## config.mk

```make
export PLATFORM = sky130hd
export DESIGN_NAME = memory_stage
export DESIGN_NICKNAME = d
export VERILOG_FILES = /design/src/rtl/memory_stage_pkg.sv /design/src/rtl/memory_stage_lsu_align.sv /design/src/rtl/memory_stage.sv
export SDC_FILE = /design/constraint.sdc
export NUM_CORES = 1
export LEC_CHECK = 0
export CAP_MARGIN = 20
export CORE_MARGIN = 10
export CORE_UTILIZATION = 46
export CTS_BUF_LIST = sky130_fd_sc_hd__clkbuf_2
export CTS_CLUSTER_DIAMETER = 120
export DETAILED_ROUTE_END_ITERATION = 16
export PLACE_DENSITY = 0.95
export SYNTH_ARGS = -nofsm -noshare
export SYNTH_HDL_FRONTEND = slang
export SYNTH_SLANG_ARGS = --single-unit
```

## constraint.sdc

```tcl
create_clock -name clk -period 3.3 [get_ports clk]
set_input_delay 0.66 -clock clk [delete_from_list [all_inputs] [get_ports clk]]
set_output_delay 0.66 -clock clk [all_outputs]
set_load 0.02 [all_outputs]
```

## src/rtl/memory_stage_pkg.sv

```systemverilog
// memory_stage_pkg: shared types, widths and load/store helpers for the memory stage
//   ARCH_LEN       datapath width
//   F3_*           load/store func3 size encodings
//   mem_state_t    memory access FSM states
//   inst_decoded_t instruction record passed between pipeline stages
package memory_stage_pkg;

    localparam int ARCH_LEN = 32;

    localparam logic [2:0] F3_B  = 3'b000;
    localparam logic [2:0] F3_H  = 3'b001;
    localparam logic [2:0] F3_W  = 3'b010;
    localparam logic [2:0] F3_BU = 3'b100;
    localparam logic [2:0] F3_HU = 3'b101;

    typedef enum logic [1:0] {IDLE, REQ, WAIT} mem_state_t;

    typedef struct packed {
        logic                valid;
        logic                is_l;
        logic                is_s;
        logic                reg_data_ready;
        logic [2:0]          func3;
        logic [4:0]          rd;
        logic [ARCH_LEN-1:0] src_data_1;
        logic [ARCH_LEN-1:0] src_data_2;
        logic [ARCH_LEN-1:0] dst_reg_data;
    } inst_decoded_t;

    function automatic logic is_byte(input logic [2:0] f3);
        return f3 == F3_B || f3 == F3_BU;
    endfunction

    function automatic logic is_half(input logic [2:0] f3);
        return f3 == F3_H || f3 == F3_HU;
    endfunction

    // Unknown func3 values fall through to the word rules.
    function automatic logic is_misaligned(input logic [2:0] f3, input logic [1:0] a);
        return is_byte(f3) ? 1'b0 : is_half(f3) ? a[0] : a != 2'b00;
    endfunction

endpackage

```

## src/rtl/memory_stage_lsu_align.sv

```systemverilog
// lsu_align: byte-lane steering for stores and lane extraction/extension for loads
//   addr/func3         low address bits and access size
//   store_data         register value to store
//   read_data          word returned by memory
//   be/wdata           byte enables and lane-replicated store data
//   load_data          extended load result
//   misaligned         access crosses its natural alignment
module lsu_align
    import memory_stage_pkg::*;
(
    input  logic [1:0]          addr,
    input  logic [2:0]          func3,
    input  logic [ARCH_LEN-1:0] store_data,
    input  logic [ARCH_LEN-1:0] read_data,
    output logic [3:0]          be,
    output logic [ARCH_LEN-1:0] wdata,
    output logic [ARCH_LEN-1:0] load_data,
    output logic                misaligned
);

    logic [ARCH_LEN-1:0] lane;

    always_comb begin
        lane       = read_data >> {addr, 3'b000};
        be         = is_byte(func3) ? 4'b0001 << addr : is_half(func3) ? 4'b0011 << addr : 4'b1111;
        wdata      = is_byte(func3) ? {4{store_data[7:0]}} : is_half(func3) ? {2{store_data[15:0]}} : store_data;
        load_data  = func3 == F3_B  ? {{24{lane[7]}}, lane[7:0]} :
                     func3 == F3_BU ? {24'h0, lane[7:0]} :
                     func3 == F3_H  ? {{16{lane[15]}}, lane[15:0]} :
                     func3 == F3_HU ? {16'h0, lane[15:0]} : read_data;
        misaligned = is_misaligned(func3, addr);
    end

endmodule

```

## src/rtl/memory_stage.sv

```systemverilog
// memory_stage: EX/MEM register plus load/store unit on a req/gnt/rvalid data memory port
//   clk, rst               clock, asynchronous active-low reset
//   inst_mem_in            instruction from execute (held by upstream while stall_mem_out)
//   inst_mem_out           instruction to writeback (valid=0 is a bubble)
//   stall_mem_out          access outstanding and not completing this cycle
//   misaligned_out         pulse when a misaligned access is dropped
//   dmem_*                 data memory request/response handshake
module memory_stage
    import memory_stage_pkg::*;
(
    input  logic                clk,
    input  logic                rst,
    input  inst_decoded_t       inst_mem_in,
    output inst_decoded_t       inst_mem_out,
    output logic                stall_mem_out,
    output logic                misaligned_out,
    output logic                dmem_req_out,
    output logic                dmem_we_out,
    output logic [ARCH_LEN-1:0] dmem_addr_out,
    output logic [3:0]          dmem_be_out,
    output logic [ARCH_LEN-1:0] dmem_wdata_out,
    input  logic                dmem_gnt_in,
    input  logic                dmem_rvalid_in,
    input  logic [ARCH_LEN-1:0] dmem_rdata_in
);

    inst_decoded_t       inst_q;
    mem_state_t          state;
    logic [3:0]          be;
    logic [ARCH_LEN-1:0] wdata;
    logic [ARCH_LEN-1:0] load_data;
    logic                mis_q;
    logic                done;
    logic                new_op;

    lsu_align u_align (
        .addr       (inst_q.dst_reg_data[1:0]),
        .func3      (inst_q.func3),
        .store_data (inst_q.src_data_2),
        .read_data  (dmem_rdata_in),
        .be         (be),
        .wdata      (wdata),
        .load_data  (load_data),
        .misaligned (mis_q)
    );

    always_comb begin
        dmem_req_out          = state == REQ;
        // Stores finish on grant; loads finish on rvalid, either with the grant or later in WAIT.
        done                  = (dmem_req_out && dmem_gnt_in && (inst_q.is_s || dmem_rvalid_in)) ||
                                (state == WAIT && dmem_rvalid_in);
        stall_mem_out         = state != IDLE && !done;
        // Only aligned memory ops start an access; misaligned ones are reported once captured.
        new_op                = !stall_mem_out && inst_mem_in.valid && (inst_mem_in.is_l || inst_mem_in.is_s) &&
                                !is_misaligned(inst_mem_in.func3, inst_mem_in.dst_reg_data[1:0]);
        misaligned_out        = state == IDLE && inst_q.valid && (inst_q.is_l || inst_q.is_s) && mis_q;
        dmem_we_out           = dmem_req_out && inst_q.is_s;
        dmem_addr_out         = dmem_req_out ? {inst_q.dst_reg_data[ARCH_LEN-1:2], 2'b00} : '0;
        dmem_be_out           = dmem_req_out ? be : 4'b0000;
        dmem_wdata_out        = dmem_req_out ? wdata : '0;
        inst_mem_out          = inst_q;
        inst_mem_out.valid    = inst_q.valid && !stall_mem_out && !misaligned_out;
        inst_mem_out.reg_data_ready = done ? !inst_q.is_s : inst_q.reg_data_ready;
        inst_mem_out.dst_reg_data   = done && !inst_q.is_s ? load_data : inst_q.dst_reg_data;
    end

    always_ff @(posedge clk or negedge rst) begin
        if (!rst) begin
            state  <= IDLE;
            inst_q <= '0;
        end else begin
            if (!stall_mem_out)
                inst_q <= inst_mem_in;
            state <= (state == IDLE || done) ? (new_op ? REQ : IDLE) :
                     (dmem_req_out && dmem_gnt_in) ? WAIT : state;
        end
    end

endmodule

```

# After elaboration in Yosys (flattened, before gate mapping)
# Index checks and enable logic that the tools add are counted.
[word_totals]
regBits = 110
word_cells = 76
input_bits = 144
out_inout_bits = 180
[classes]
n_reduce_logical = 35
shift = 3
eq_ne = 8
n_mux = 20
[op_table]
columns = ["op", "n"]
rows = [
  ["32-bit 2-to-1 mux", 9],
  ["32-bit by 5-bit right shift with 16-bit output", 1],
  ["1-bit logical AND", 14],
  ["3-bit == test, second input constant", 4],
  ["4-bit 2-to-1 mux", 3],
  ["1-bit logical OR", 9],
  ["2-bit nonzero test", 4],
  ["3-bit by 1-bit == test with 1-bit output, second input constant", 2],
  ["3-bit zero test", 2],
  ["1-bit 2-to-1 mux", 6],
  ["1-bit zero test", 5],
  ["2-bit 2-to-1 mux", 2],
  ["1-bit by 2-bit << shifter with 4-bit output, first input constant", 1],
  ["2-bit by 2-bit << shifter with 4-bit output, first input constant", 1],
  ["2-bit by 1-bit == test with 1-bit output, second input constant", 1],
  ["2-bit == test, second input constant", 1],
  ["2-bit zero test", 1],
]

# Logic depth before layout (Yosys ltp)
# Gate-level depths: netlist (run 1).
[depth]
ltp_word = 12
ltp_mapped = 7

# Hierarchy
# Synthesis (run 1) repeated with hierarchy kept, for this count alone.
[hier_totals]
hier_cells = 653
area_unflattened_um2 = 7179.4
[by_module_without_submodules]
columns = ["module", "area_each_um2", "cells_per_inst", "instances"]
rows = [
  ["memory_stage", 5725.5, 445, 1],
  ["lsu_align", 1453.9, 208, 1],
]

# Worst setup path before layout (run 1)
# OpenSTA, ideal clock, no wires.
[synth_path]
kind = "reg-to-output"
from = "reg inst_q[0] (netlist bit)"
to = "out inst_mem_out[107] (netlist bit)"
path_buffers = 1
setup_slack_ps = 641
path_stages_with_launch = 7
required_time_ps = 2640
arrival_time_ps = 1999
path_cell_list = "dfrtp_1 -> buf_2 -> clkinv_1 -> ha_1 -> mux2_2 -> nor3_1 -> nor3_1"
[synth_rtl]
columns = ["item", "line_no", "text"]
rows = [
  ["start, declared", "memory_stage.sv:27", "inst_decoded_t inst_q;"],
  ["start signal, assigned", "memory_stage.sv:73", "inst_q <= inst_mem_in;"],
  ["end, declared", "memory_stage.sv:14", "output inst_decoded_t inst_mem_out,"],
]

==> results of run 1 <==
## layout by cell type, fill, tap and decap left out, types with 4 or more instances in the layout
cell type,count
dfrtp_2,5
mux2_2,108
a21oi_1,34
dlymetal6s2s_1,15
buf_2,16
o211ai_1,23
and2_1,39
a211oi_1,4
ha_1,4
nor2_1,35
o22a_1,8
mux2i_1,26
inv_1,10
buf_4,33
dlygate4sd2_1,4
nand2_1,63
clkbuf_2,26
a2bb2oi_1,7
o21ai_0,15
dfrtp_1,105
nand2b_1,9
clkdlybuf4s50_1,267
buf_12,5
## critical path, delay by kind of cell
kind / cells / cell delay, ns
AND/OR/NAND/NOR: 1 / 0.17
buffers and inverters: 4 / 1.18
AO/OA/AOI/OAI: 3 / 0.48
## through the flow
step / setup TNS (ns) / power, uW / utilization / setup slack (ns)
final: 0 / 4870 / 0.691 / 0.134
after global routing: -0.0614 / 5110 / 0.691 / -0.0614
after CTS: -0.0102 / 4930 / 0.697 / -0.0102
after detailed placement: -7.04 / 4300 / 0.683 / -0.352
after global placement: -5.27 / 4240 / 0.683 / -0.288
after floorplan: 0 / 3270 / - / 0.641
## logic make-up after synthesis
family,count (synthesis),synth area share
AND/OR/NAND/NOR,158,0.112
multiplexers,135,0.227
buffers and inverters,130,0.129
flip-flops,110,0.416
AO/OA/AOI/OAI,105,0.108
adder cells (fa/ha/maj),4,0.00756
other,1,0.000567
## flip-flops by register name, summed over array words and instances, names as in the netlist
register,flops
inst_mem_out,74
inst_q,34
state,2
## where the power goes
group          switching (uW)  internal [uW]  total (uW)
clock network             511            127         638
logic                    1270           1190        2450
registers                 208           1570        1780
total                    1980           2880        4870
## per-layer routing
layer | up-vias | GRT usage | wire length [um]
li1 | 2649 | - | -
met1 | 2837 | 0.249 | 9020
met2 | 301 | 0.408 | 12500
met3 | 60 | 0.0855 | 2190
met4 | 0 | 0.0978 | 947
met5 | - | 0 | 0
## how the worst min path moves through the flow
stage               cells past startpoint                             to                          from  slack (ns)
floorplan                               0  inst_mem_out[100]$_DFFE_PN0N_                           rst        0.36
global placement                        1   inst_mem_out[95]$_DFFE_PN0N_  inst_mem_out[95]$_DFFE_PN0N_        0.49
detailed placement                      1   inst_mem_out[94]$_DFFE_PN0N_  inst_mem_out[94]$_DFFE_PN0N_        0.49
CTS                                     2   inst_mem_out[88]$_DFFE_PN0N_                           rst        0.44
global route                            2   inst_mem_out[88]$_DFFE_PN0N_                           rst        0.45
finish                                  2   inst_mem_out[88]$_DFFE_PN0N_                           rst        0.49
## layout make-up
type	count	area, sq um	area share
antenna	1	2.50	0.000259
clock buffer	9	45.0	0.00466
clock inverter	7	75.1	0.00777
inverter	13	48.8	0.00505
multi-input combinational	404	3060	0.316
sequential	110	2760	0.285
tap	180	225	0.0233
timing repair buffer	361	3450	0.357
## timing repair
| action | 4_1_cts | 5_1_grt |
|---|---|---|
| pin swaps | 0 | 1 |
| setup endpoints to repair | 51 | 56 |
| setup buffers | 6 | 2 |
| hold buffers | 1 | 0 |
| hold endpoints to repair | 39 | 0 |
| gates resized for setup | 85 | 74 |
==> results.cfg, run 1 <==
[clock_tree]
clock_path_buffers = 2
clkTransAtPathRegs_ns = 0.35
clock-sinks = 110
cts_tree = built
cts_inserted_buffers = 9
cts_root_buffer = clkbuf_2
clock_latency_ns = 0.64
cts_max_level = 3

[synthesis]
synth_edf_count = 0
syn_area_sq_mm = 0.00662
syn_avg_cell_area_sq_um = 10.3
synth.most_common_cell = dfrtp_1
synth_common_cells = dfrtp_1, mux2_2, buf_4
async_reset_ff_frac = 1.00
synth_cells = 643
netlist.area_leader.share = 0.416
ys_ff_latch = 110
synth.area.top_cells = dfrtp_1, mux2_2, buf_4
synth_flop_cell = dfrtp_1
ys_warn_count = 0
ys_types = 41
ys_seq_area_frac = 0.416
yosysTopAreaCell = dfrtp_1

[job]
maxCapViolations = 0

[power]
p_leak_uw = 0.00431
vdd_drop_max_uv = 415
p_per_area_mw_per_mm2 = 504

[floorplanning]
coreArea_sq_mm = 0.0140
die_area_sq_mm = 0.0196
ios = 324
die_x_um = 140
fp.dieH_um = 140
start_util = 0.473
fp-row-count = 43

[grt]
grt_pass1_vias = 6097
grt-ovfl-total = 0
grt_util_all_layers = 0.234
antenna_found_initial = 1
grt_max_degree = 72
grt_pass1_wl_mm = 36.2

[setup_path]
r2r_cells = 5
cp.arrival_ns = 2.51
rrSetupSlack_ns = 0.92
r2r-start = state[1]$_DFFE_PN0P_
required_ns = 2.64
endpoint = inst_mem_out[5]
crit_path_max_incr_delay_ns = 0.51
crit_top_cell = o21ai_0
crit_start = dmem_gnt_in
cp-end-kind = output pin
startpoint_type = primary input
path_class = primary input to output pin
rr_endpoint = inst_q[10]$_DFFE_PN0N_
cp_max_fo = 16
critPathSlowestCell = clkdlybuf4s50_1
path_cells = clkdlybuf4s50_1 -> nand3b_1 -> a211oi_4 -> buf_4 -> buf_12 -> o21ai_0 -> o21ai_0 -> dlygate4sd2_1

[timing]
period_share = 0.959
slew_viol_final = 0
hold_violations = 0
maxSlewHeadroom = 0.388
rsz0062_at_grt = yes
worst_slew_pin_slew_ns = 0.918
finalSetupViolations = 0
fin_crit_ns = 3.17
holdWs_ns = 0.485
fmax_ghz = 0.316
clock_skew_ns = 0.0251

[cells_and_area]
fin_nets = 1047
final_cells = 1085
drive_gt1_frac = 0.241
stdcell_area_sq_mm = 0.00967
fill_cells = 1061
area_delta_synth_final_pct = 46.1

[placement]
finalWeightedCongestion = 0.939
place_inst = 1059
place_area_sq_mm = 0.00955
hpwlAfterDp_mm = 19.2
portBuffers = 321

[detailed_routing]
antenna_left = 0
vias = 5847
drt-pass1-iter-count = 5
wirelength_mm = 24.6
drt_iter0_markers = 491
drc = 0
viasPerCell = 5.39
drt-wirelength-per-cell_um = 22.7

[min_path]
hp-class = primary input to async pin

[run_status]
status = finished, final reports clean
Power figures use the tool's default switching activity.
==> inputs of run 2 (changes only) <==
--- a/config.mk
+++ b/config.mk
@@ -7,11 +7,12 @@
 export LEC_CHECK = 0
 export CAP_MARGIN = 20
 export CORE_MARGIN = 10
-export CORE_UTILIZATION = 46
+export CORE_UTILIZATION = 55
 export CTS_BUF_LIST = sky130_fd_sc_hd__clkbuf_2
 export CTS_CLUSTER_DIAMETER = 120
 export DETAILED_ROUTE_END_ITERATION = 16
-export PLACE_DENSITY = 0.95
+export DONT_BUFFER_PORTS = 1
+export PLACE_DENSITY = 0.79
 export SYNTH_ARGS = -nofsm -noshare
 export SYNTH_HDL_FRONTEND = slang
 export SYNTH_SLANG_ARGS = --single-unit
==> results.cfg, run 2 (synthesized netlist as in run 1, its figures left out) <==
[run_status]
status = finished, final reports clean

[floorplanning]
start_util = 0.555
die_area_sq_mm = 0.0168
die_x_um = 130
fp.dieH_um = 130
ios = 324
fp-row-count = 40
coreArea_sq_mm = 0.0119

[power]
p_leak_uw = 0.00273
vdd_drop_max_uv = 382
p_per_area_mw_per_mm2 = 623

[timing]
fin_crit_ns = 3.14
period_share = 0.950
maxSlewHeadroom = 0.414
slew_viol_final = 0
holdWs_ns = 0.168
hold_violations = 0
setup_tns_ns = 0
worst_slew_pin_slew_ns = 0.879
finalSetupViolations = 0
fmax_ghz = 0.319
rsz0062_at_grt = no
clock_skew_ns = 0.0317

[detailed_routing]
viasPerCell = 6.35
drt-pass1-iter-count = 5
drc = 0
vias = 4579
wirelength_mm = 19.9
drt_iter0_markers = 375
drt-wirelength-per-cell_um = 27.6
antenna_left = 0

[setup_path]
cp_max_fo = 41
cp-end-kind = output pin
cp.arrival_ns = 2.48
r2r_cells = 5
path_class = flip-flop to output pin
startpoint_type = flip-flop
critPathSlowestCell = o211ai_1
path_cells = nand3b_1 -> a211o_1 -> buf_4 -> o211ai_1
required_ns = 2.64
crit_path_max_incr_delay_ns = 0.52

[cells_and_area]
fin_util = 0.536
largest_reg_flops = 74
final_cell_mix = mux2_2, dfrtp_1, nand2_1, and2_1, a21oi_1
fin_nets = 715
drive_gt1_frac = 0.297
fill_cells = 1072
stdcell_area_sq_mm = 0.00639
final_common_cell = mux2_2
final_cells = 721
area_delta_synth_final_pct = -3.42

[min_path]
min_path_cells = 1
hp-class = primary input to flip-flop

[clock_tree]
cts_tree = built
cts_root_buffer = clkbuf_2
clock_path_buffers = 2
cts_max_level = 3
clock-sinks = 110
clkTransAtPathRegs_ns = 0.31
cts_inserted_buffers = 9
clock_latency_ns = 0.61

[job]
maxCapViolations = 0

[grt]
grt-ovfl-total = 0
grt_pass1_wl_mm = 28.9
grt_util_all_layers = 0.225
grt_max_degree = 111
grt_pass1_vias = 4772
antenna_found_initial = 2

[placement]
place_inst = 698
hpwlAfterDp_mm = 15.3
portBuffers = 0
finalWeightedCongestion = 0.944
place_area_sq_mm = 0.00619
==> run 2: changes by cell type in the layout (fill, tap and decap cells not counted), sizes merged, moves of 3 or more <==
cell / previous run / this run
clkdlybuf4s50: 267 / 0
buf: 56 / 27
clkbuf: 26 / 9
dlymetal6s2s: 15 / 0
dlygate4sd2: 4 / 0
clkinvlp: 0 / 3
inv: 15 / 12
==> run 2: area by class of cell <==
| cell class | count | area, sq um | area share |
|---|---|---|---|
| multi-input combinational | 404 | 3030 | 0.474 |
| sequential | 110 | 2760 | 0.432 |
| timing repair buffer | 28 | 245 | 0.0384 |
| tap | 147 | 184 | 0.0288 |
| clock inverter | 7 | 61.3 | 0.00959 |
| inverter | 13 | 53.8 | 0.00842 |
| clock buffer | 9 | 45.0 | 0.00705 |
| timing repair inverter | 1 | 7.51 | 0.00117 |
| antenna | 2 | 5.00 | 0.000783 |
==> run 2: path summary, 6_finish.rpt <==
check,from,to,slack (ns)
max in group asynchronous,rst,state[1]$_DFFE_PN0P_,2.21
worst max register to register,inst_mem_out[105]$_DFFE_PN0N_,inst_q[5]$_DFFE_PN0N_,0.96
worst min-delay path,inst_mem_in[59],inst_mem_out[59]$_DFFE_PN0N_,0.17
worst min register to register,inst_q[104]$_DFFE_PN0N_,inst_q[104]$_DFFE_PN0N_,0.56
worst max-delay path,state[1]$_DFFE_PN0P_,inst_mem_out[29],0.16
min in group asynchronous,rst,inst_mem_out[60]$_DFFE_PN0N_,0.59
==> run 2: metrics by stage <==
| step | worst slack, ns | power [uW] |
|---|---|---|
| 2_1_floorplan | 0.641 | 3270 |
| 3_3_place_gp | 0.636 | 3330 |
| 3_5_place_dp | 0.613 | 3380 |
| 4_1_cts | 0.0244 | 4020 |
| 5_1_grt | 0.00654 | 4210 |
| 6_report | 0.165 | 3980 |
==> run 2: per-layer routing <==
metal / GRT usage / vias to the layer above / part of all wire
met5: 0 / - / 0
met4: 0.0880 / 0 / 0.023
met3: 0.104 / 29 / 0.14
met2: 0.377 / 312 / 0.50
met1: 0.243 / 2258 / 0.35
li1: - / 1980 / -
==> run 2: power by group <==
part	switching, uW	internal [uW]
Clock	471	111
Combinational	864	533
Sequential	437	1570
Total	1770	2210
==> run 2: worst max-delay path: cells and delay by family (launching register included) <==
| family | cells | cell delay, ns |
|---|---|---|
| compound gates | 2 | 0.85 |
| flops | 1 | 0.50 |
| buf+inv | 1 | 0.25 |
| simple gates | 1 | 0.25 |
==> run 2: what timing repair did <==
action                                  4_1_cts  5_1_grt
hold buffers                                  2        0
gates cloned                                  1        0
gates resized for setup                       5        6
endpoints found under the setup margin       66       31
endpoints found under the hold margin       110        0
setup buffers                                 1        1
pin swaps                                     1        1
